**config.mk**
```make
export PLATFORM = sky130hd
export DESIGN_NAME = mii_lane_decoder
export DESIGN_NICKNAME = d
export VERILOG_FILES = /design/src/rtl/mii_pkg.sv /design/src/rtl/mii_lane_decoder.sv
export SDC_FILE = /design/constraint.sdc
export NUM_CORES = 1
export LEC_CHECK = 0
export BUFFER_PORTS_ARGS = -buffer_cell sky130_fd_sc_hd__buf_2
export CAP_MARGIN = 0
export CORE_MARGIN = 2
export CORE_UTILIZATION = 29
export DETAILED_ROUTE_END_ITERATION = 12
export MAX_ROUTING_LAYER = met4
export PLACE_DENSITY_LB_ADDON = 0.12
export SLEW_MARGIN = 20
export SYNTH_ARGS = -nofsm -noshare
export SYNTH_HDL_FRONTEND = slang
export SYNTH_SLANG_ARGS = --single-unit
```
**constraint.sdc**
```tcl
create_clock -name vclk -period 1.6
set_clock_uncertainty 0.1 [all_clocks]
set_input_delay 0.08 -clock vclk [all_inputs]
set_output_delay 0.08 -clock vclk [all_outputs]
set_load 0.005 [all_outputs]
```
**src/rtl/mii_pkg.sv**
```systemverilog
// Shared codes and enums for the MII frame checker.
package mii_pkg;
  localparam logic [7:0] IDLE_CODE     = 8'h07;
  localparam logic [7:0] START_CODE    = 8'hFB;
  localparam logic [7:0] TERM_CODE     = 8'hFD;
  localparam logic [7:0] PREAMBLE_CODE = 8'h55;
  localparam logic [7:0] SFD_CODE      = 8'hD5;

  typedef enum logic [2:0] {
    ERR_NONE         = 3'd0,
    ERR_BAD_PREAMBLE = 3'd1,
    ERR_UNEXP_CTRL   = 3'd2,
    ERR_NO_TERM      = 3'd3,
    ERR_SHORT        = 3'd4,
    ERR_LONG         = 3'd5
  } err_e;

  typedef enum logic [1:0] {
    ST_IDLE  = 2'd0,
    ST_DATA  = 2'd1,
    ST_DRAIN = 2'd2
  } state_e;
endpackage

```
**src/rtl/mii_lane_decoder.sv**
```systemverilog
// Per-block lane scan: lowest control lane, any terminate, and whether all
// lanes above the lowest control lane are idle characters.
module mii_lane_decoder
  import mii_pkg::*;
#(
  parameter int LANES = 8,
  localparam int IW = $clog2(LANES)
) (
  input  logic [LANES*8-1:0] data,
  input  logic [LANES-1:0]   ctrl,
  output logic [IW-1:0]      low_lane,
  output logic               term_present,
  output logic               upper_idle
);
  logic [LANES-1:0] is_idle, is_term;

  for (genvar g = 0; g < LANES; g++) begin : g_lane
    assign is_idle[g] = ctrl[g] && (data[8*g +: 8] == IDLE_CODE);
    assign is_term[g] = ctrl[g] && (data[8*g +: 8] == TERM_CODE);
  end

  assign term_present = |is_term;

  always_comb begin
    low_lane = '0;
    // Scan downward so the last hit is the lowest set lane.
    for (int i = LANES - 1; i >= 0; i--)
      if (ctrl[i]) low_lane = IW'(i);
    upper_idle = 1'b1;
    for (int i = 0; i < LANES; i++)
      if ((IW'(i) > low_lane) && !is_idle[i]) upper_idle = 1'b0;
  end
endmodule

```
# --- Word-level counts from Yosys, hierarchy flattened ---
# Cells that the tools add are included.
op_classes:
  mux: 16
  n_eq_ne: 16
  n_lt_le_gt_ge: 8
  reduce_logical: 33
op_table:
  columns: ["op", "n"]
  rows:
  - ["8-bit by 3-bit == test with 1-bit output (second input constant)", 8]
  - ["8-bit == test (second input constant)", 8]
  - ["1-bit logical AND", 24]
  - ["3-bit two-way mux", 8]
  - ["3-bit greater-than comparator (first input constant)", 4]
  - ["1-bit logical NOT", 8]
  - ["1-bit two-way mux", 8]
  - ["8-bit OR reduction", 1]
  - ["1-bit by 3-bit greater-than comparator with 1-bit output (first input constant)", 2]
  - ["2-bit by 3-bit greater-than comparator with 1-bit output (first input constant)", 2]
totals:
  inputBits: 72
  word_cells: 73
  out_inout_bits: 5
  register_bits: 0

# --- Logic depth before layout (Yosys ltp) ---
# Gate-level depths: netlist (run 1).
depth:
  ltp_word: 18
  mapped_depth: 4

# --- Worst setup path before layout (run 1) ---
# No wires, ideal clock.
synth_timing:
  kind: "in2out"
  from: "in data[43]"
  to: "out upper_idle"
  slack_ps: 200
  required_ps: 1420
  stages: 4
  path_buffers: 0
  arrival_time_ps: 1220
  cell_sequence: "or4b_2 -> nor4_1 -> o21ai_0 -> a211oi_1"
synth_between:
  elab_chain_len: 7
synth_rtl:
  columns: ["item", "line", "text"]
  rows:
  - ["start, declared", "mii_lane_decoder.sv:9", "input logic [LANES*8-1:0] data,"]
  - ["8-bit by 3-bit == test with 1-bit output", "mii_lane_decoder.sv:18", "assign is_idle[g] = ctrl[g] && (data[8*g +: 8] == IDLE_CODE);"]
  - ["1-bit logical AND", "mii_lane_decoder.sv:18", null]
  - ["1-bit logical NOT", "mii_lane_decoder.sv:31", "if ((IW'(i) > low_lane) && !is_idle[i]) upper_idle = 1'b0;"]
  - ["1-bit logical AND", "mii_lane_decoder.sv:31", null]
  - ["1-bit two-way mux (3 in series)", "mii_lane_decoder.sv:31", null]
  - ["end, declared", "mii_lane_decoder.sv:13", "output logic upper_idle"]
# No other way between the ends.

# --- Worst setup path in the final report (run 1) ---
layout_timing:
  from: "in data[19]"
  to: "out upper_idle"
layout_between:
  elab_chain_len: 10
layout_rtl:
  columns: ["item", "line"]
  rows:
  - ["8-bit by 3-bit == test with 1-bit output", "mii_lane_decoder.sv:18"]
  - ["1-bit logical AND", "mii_lane_decoder.sv:18"]
  - ["1-bit logical NOT", "mii_lane_decoder.sv:31"]
  - ["1-bit logical AND", "mii_lane_decoder.sv:31"]
  - ["1-bit two-way mux (6 in series)", "mii_lane_decoder.sv:31"]
# No other way between the ends.

==> results by group, run 1 <==
Yosys
  • Proportion of synthesized area in mux cells: 0.0218
  • Unique masters post-synth: 22
  • Portion of the post-synthesis area used by sequential elements: 0
  • Share of synthesized cell area in full adder, half adder and majority cells: 0
  • Parity-gate share of the synthesized area counting xor and xnor cells: 0
  • Combinational family with the most area after synthesis: simple AND/OR/NAND/NOR gates
  • Synthesized net count: 144
  • Synthesized netlist cell count: 72
  • Total of warnings raised by yosys: 0
  • Compound-gate portion of the synthesized area: 0.210
  • Mapped Area: 459 sq um
  • Simple-Gate Fraction of Synth Area: 0.695
  • Mean cell area of the mapped netlist: 6.38 sq um

STA
  • Hold Vio Cnt, Final: 0
  • Worst slew margin relative to its limit: 0.761
  • Setup slack of the critical path after layout: -54.7 ps
  • Crit share post-route: 1.03
  • Total setup violations reported at the end of the flow: 1
  • Summed negative setup slack over all endpoints: -54.7 ps
  • Min cycle time layout: 1650 ps
  • Slew Viols, Final: 0
  • Setup repair after global routing missed its margin: true
  • FMAX: 604 MHz
  • Min Hold Slack: 458 ps
  • Slew at the pin with the worst max-slew slack: roughly 350 ps

Finish
  • Area added between synthesis and finish: 115%
  • Filler cell count: 157
  • Most frequent cells in the layout: 76 x buf_2, 9 x inv_1, 9 x nand4_1
  • Number of clock buffer instances in the layout: 0
  • Final Util: 0.664
  • Non-filler cells in the finished layout: ~170
  • Area taken by flip-flops and latches: 0 sq um
  • Share of cells above drive strength 1: 0.608
  • Final net count: 227
  • Multi-input logic area: 513 sq um
  • Most frequent standard cell in the layout excluding fill and tap cells: buf_2
  • Count of sequential standard cells: 0
  • Antenna diode instance count: 0

Pwr
  • Cell leakage power: 0.481 nW
  • Power density of the placed cells: 190 nW/um^2
  • Power Total: 0.188 mW
  • Worst IR drop on VDD: 0.0000868 V

Global route
  • All-Layer GR Usage: 0.231
  • Vias in the first global route: 870
  • First-pass GRT wire length: 3.48 mm
  • Largest net degree at the start of global routing: 7
  • GR Overflow Total: 0
  • Antenna violations before repair: 0

Setup path
  • Worst-path fanout max: 2
  • Type of the worst setup path: primary input to output port
  • Data required time at the worst endpoint: 1420 ps
  • Type of element capturing the critical path: output port
  • Type of element launching the critical path: primary input
  • Data arrival, critical path: 1470 ps

Clock tree
  • Number of buffers inserted to repair setup after CTS: 0

Die
  • # rows: 14
  • Core box area: about 1500 sq um
  • Die extent in y: 43.8 um
  • Initial Util: 0.308
  • Floorplan die area: 1920 sq um
  • Number of top-level pins: between 70 and 80
  • Width of the die: 43.8 um

Route
  • DR pass1 iterations: 4
  • First-iteration detailed-routing DRC count: 11
  • Vias post-DR: 954
  • Routed length per instance: ~13 um
  • Post-detailed-route count of antenna-violating nets: 0
  • DR vias/cell: around 5.6
  • Wire length after detailed routing: 2.23 mm
  • # DRC: 0

Run
  • Max-capacitance violation count: 0

Worst hold path
  • Type of the most critical hold path: primary input to output port

Run status
  • Violated checks: negative setup slack
  • Run status: complete, but fails checks

Placement
  • Buffers added on ports: 77
  • Number of cells after detailed placement: 169
  • Final RePlAce weighted congestion: 0.872
  • Placed wire-length estimate: 1.79 mm
synth_stat cells:
cell	number	area, sq um
or4b_1	5	50.1
mux2i_1	1	10.0
a211oi_1	3	22.5
nor2b_1	1	6.26
nand3b_1	1	7.51
nand2_1	1	3.75
or4_4	1	11.3
o41a_1	1	11.3
nor4_2	2	25.0
nor2_1	7	26.3
nand2b_1	1	6.26
inv_1	9	33.8
o31a_1	1	8.76
a21oi_1	1	5.00
o21ai_0	1	5.00
o41ai_1	4	35.0
nor4_1	9	56.3
or4b_2	1	10.0
nor3_1	4	20.0
nand3_1	8	40.0
o2111ai_1	1	8.76
nand4_1	9	56.3
metrics by stage:
step	area, sq um	setup slack [ps]
after floorplan	459	200
after global placement	895	-148
after detailed placement	895	-145
after CTS	936	-97.9
after global routing	988	-87.7
final	988	-54.7
power breakdown:
part | switching [mW] | leakage (nW) | internal, mW
Sequential | 0 | 0 | 0
Combinational | 0.0879 | 0.481 | 0.0997
Clock | 0 | 0 | 0
metal layers:
layer | wire [um] | GRT usage | up-vias | part of all wire
met5 | 0 | - | - | 0
met1 | 834 | 0.274 | 424 | 0.37
li1 | - | - | 477 | -
met3 | 162 | 0.00833 | 6 | 0.073
met4 | 47 | 0.0606 | 0 | 0.021
met2 | 1190 | 0.421 | 47 | 0.53
what timing repair did:
| action | in CTS | in global routing |
|---|---|---|
| hold buffers | 0 | 0 |
| resized for setup | 7 | 8 |
| endpoints found under the setup margin | 1 | 1 |
| pin swaps | 4 | 3 |
worst paths after layout:
check	from	endpoint	slack (ps)	depth (start not counted)
setup / recovery	data[19]	upper_idle	-50	6
hold / removal	ctrl[0]	low_lane[2]	460	4
worst max-delay path, stage by stage:
cell and delay (ps):
buf_2 100, or4b_4 540, o41ai_4 240, o2111ai_1 190, a211oi_2 180, buf_2 140
cell families (layout without fill, tap and decap cells):
group                  Yosys count  count (layout)
AO/OA/AOI/OAI                   12              12
buffers and inverters            9              90
AND/OR/NAND/NOR                 50              50
multiplexers                     1               1
cell type report:
class,instances,area share
inverters,9,0.0342
repair buffers,81,0.427
multi-input cells,63,0.519
well taps,16,0.0203
Power figures use the tool's default switching activity.
==> run 2: changes to the inputs <==
Settings changed: GPL_TIMING_DRIVEN from default to 0.
==> run 2 against run 1 <==
  * The run still ends with negative setup slack left
  * Critical path depth unchanged
  * Sequential cell count unchanged
  * Routed wire length decreased by 9.4%
  * Sequential share of layout area unchanged
  * Global-route usage decreased by 1.6 points
  * Core utilization decreased by 4.2 points
  * Setup slack got worse by 3.4 ps
  * First-iteration DRC count increased by 45%
  * Die area unchanged
  * Non-clock buffer count decreased by 4
  * Largest power group unchanged
==> results by group, run 2 (synthesis gave the netlist of run 1 again) <==
Finish
  • Most frequent standard cell in the layout excluding fill and tap cells: buf_2
  • Most frequent cells in the layout: 76 x buf_2, 9 x inv_1, 9 x nand4_1
  • Number of clock buffer instances in the layout: 0 (unchanged)
  • Count of sequential standard cells: 0 (unchanged)
  • Area taken by flip-flops and latches: 0 sq um (unchanged)
  • Area added between synthesis and finish: 102%
  • Final net count: 223 (-1.8%)
  • Multi-input logic area: 480 sq um (-6.3%)
  • Antenna diode instance count: 0 (unchanged)
  • Share of cells above drive strength 1: 0.577 (-0.0307)
  • Filler cell count: 150 (-4.5%)

Run status
  • Run status: complete, but fails checks
  • Violated checks: negative setup slack

Setup path
  • Max incr delay on CP: 580 ps (+40 ps)
  • Cell repeated most along the worst path: buf_2
  • Data arrival, critical path: 1480 ps (about the same)
  • Worst path top cell family by delay: simple AND/OR/NAND/NOR gates
  • Type of element launching the critical path: primary input
  • Critical path depth: 6 (unchanged)
  • Type of the worst setup path: primary input to output port
  • Worst-path fanout max: 6 (+4)
  • CP max-delay cell: or4_4
  • Critical Path Start: ctrl[3]
  • Data required time at the worst endpoint: 1420 ps (about the same)
  • Number of buffers and inverters on the critical path: 2 (unchanged)
  • Type of element capturing the critical path: output port
  • Worst setup path end: upper_idle
  • List of cells traversed by the critical path: buf_2 -> or4_4 -> a211oi_2 -> o21ai_1 -> a211oi_1 -> buf_2

Route
  • # DRC: 0 (unchanged)
  • DR vias/cell: 5.55 (-1.8%)
  • Routed length per instance: 12.3 um (-7.2%)
  • Wire length after detailed routing: 2.03 mm (-9.4%)
  • First-iteration detailed-routing DRC count: 16 (+5)
  • Vias post-DR: 915 (-4.1%)
  • DR pass1 iterations: 4 (unchanged)
  • Post-detailed-route count of antenna-violating nets: 0 (unchanged)

Worst hold path
  • Type of the most critical hold path: primary input to output port

STA
  • Hold Vio Cnt, Final: 0 (unchanged)
  • Worst slew margin relative to its limit: 0.750 (-0.0116)
  • Slew at the pin with the worst max-slew slack: 373 ps (+19.8 ps)
  • Setup slack of the critical path after layout: -58.1 ps (-3.36 ps)
  • Min Hold Slack: 366 ps (-91.3 ps)
  • Summed negative setup slack over all endpoints: -58.1 ps (-3.36 ps)
  • Total setup violations reported at the end of the flow: 1 (unchanged)
  • Crit share post-route: 1.04 (+0.00210)
  • Slew Viols, Final: 0 (unchanged)
  • Setup repair after global routing missed its margin: true
  • FMAX: 603 MHz (-0.20%)
  • Min cycle time layout: 1660 ps (+3.36 ps)

Pwr
  • Power density of the placed cells: 185 nW/um^2 (-2.6%)
  • Cell leakage power: 0.449 nW (-6.7%)
  • Switching power share of the total: 0.467 (-0.00138)
  • Internal power consumption: 0.0912 mW (-8.5%)
  • Share of power burned in combinational logic: 1.000 (about the same)
  • Sequential Power Share: 0 (unchanged)
  • Worst IR drop on VDD: 0.0000858 V (-1.1%)
  • Total net switching power: 0.0800 mW (-9.0%)
  • Power Total: 0.171 mW (-8.8%)
  • Clock power frac: 0 (unchanged)

Global route
  • Met2 track demand over resource in global routing: 0.429 (+0.00882)
  • Antenna violations before repair: 0 (unchanged)
  • Vias in the first global route: 829 (-4.7%)
  • First-pass GRT wire length: 3.26 mm (-6.2%)
  • GR Layer Usage met1: 0.249 (-0.0247)
  • GR Layer Usage met3: 0.00417 (-0.00417)
  • All-Layer GR Usage: 0.216 (-0.0157)
  • Largest net degree at the start of global routing: 7 (unchanged)
  • GR peak layer: met2
  • GR Overflow Total: 0 (unchanged)

Die
  • Number of top-level pins: 77 (unchanged)
  • Width of the die: 43.8 um (unchanged)
  • Core box area: 1490 sq um (unchanged)
  • Initial Util: 0.308 (unchanged)
  • # rows: 14 (unchanged)
  • Die extent in y: 43.8 um (unchanged)
  • Floorplan die area: 1920 sq um (unchanged)

Placement
  • Placed wire-length estimate: 1.72 mm (-4.2%)
  • Setup slack at placement: -135 ps (+10.2 ps)
  • Final RePlAce weighted congestion: 0.796 (-8.6%)
  • Buffers added on ports: 77 (unchanged)

Clock tree
  • Number of buffers inserted to repair setup after CTS: 0 (unchanged)
  • Number of hold buffers added after CTS: 0 (unchanged)

Run
  • Max-capacitance violation count: 0 (unchanged)
## run 2: power by group through the flow
stage          sequential, mW  clock [mW]  combinational (mW)
2_1_floorplan               0           0              0.0389
3_3_place_gp                0           0               0.152
3_5_place_dp                0           0               0.156
4_1_cts                     0           0               0.166
5_1_grt                     0           0               0.190
6_report                    0           0               0.171
## run 2: cell type report
type               instances  share of cell area
inverters                  9              0.0365
multi-input cells         63               0.519
well taps                 16              0.0216
repair buffers            77               0.423
## run 2: worst min-delay path by stage
stage	to	from	slack (ps)	depth (start not counted)
2_1_floorplan	low_lane[1]	ctrl[0]	90	1
3_3_place_gp	low_lane[1]	ctrl[0]	360	3
3_5_place_dp	low_lane[1]	ctrl[0]	360	3
4_1_cts	low_lane[1]	ctrl[0]	360	3
5_1_grt	low_lane[1]	ctrl[0]	390	3
6_report	low_lane[1]	ctrl[0]	370	3
## run 2: routing by layer
metal	wire length, um	share of wire
met3	182	0.090
met1	745	0.37
met4	0	0
met2	1100	0.54
met5	0	0
## run 2: per-stage QoR
step / cell area, sq um / std cells / util
finish: 926 / 165 / 0.622
global route: 926 / 165 / 0.622
CTS: 911 / 165 / 0.612
detailed placement: 865 / 165 / 0.581
global placement: 865 / 165 / 0.581
floorplan: 459 / 72 / -
## run 2: repair_timing
action                     in CTS  in global routing
pin swaps                       4                  0
hold endpoints to repair        0                  0
setup endpoints to repair       1                  1
resized for setup               8                  2
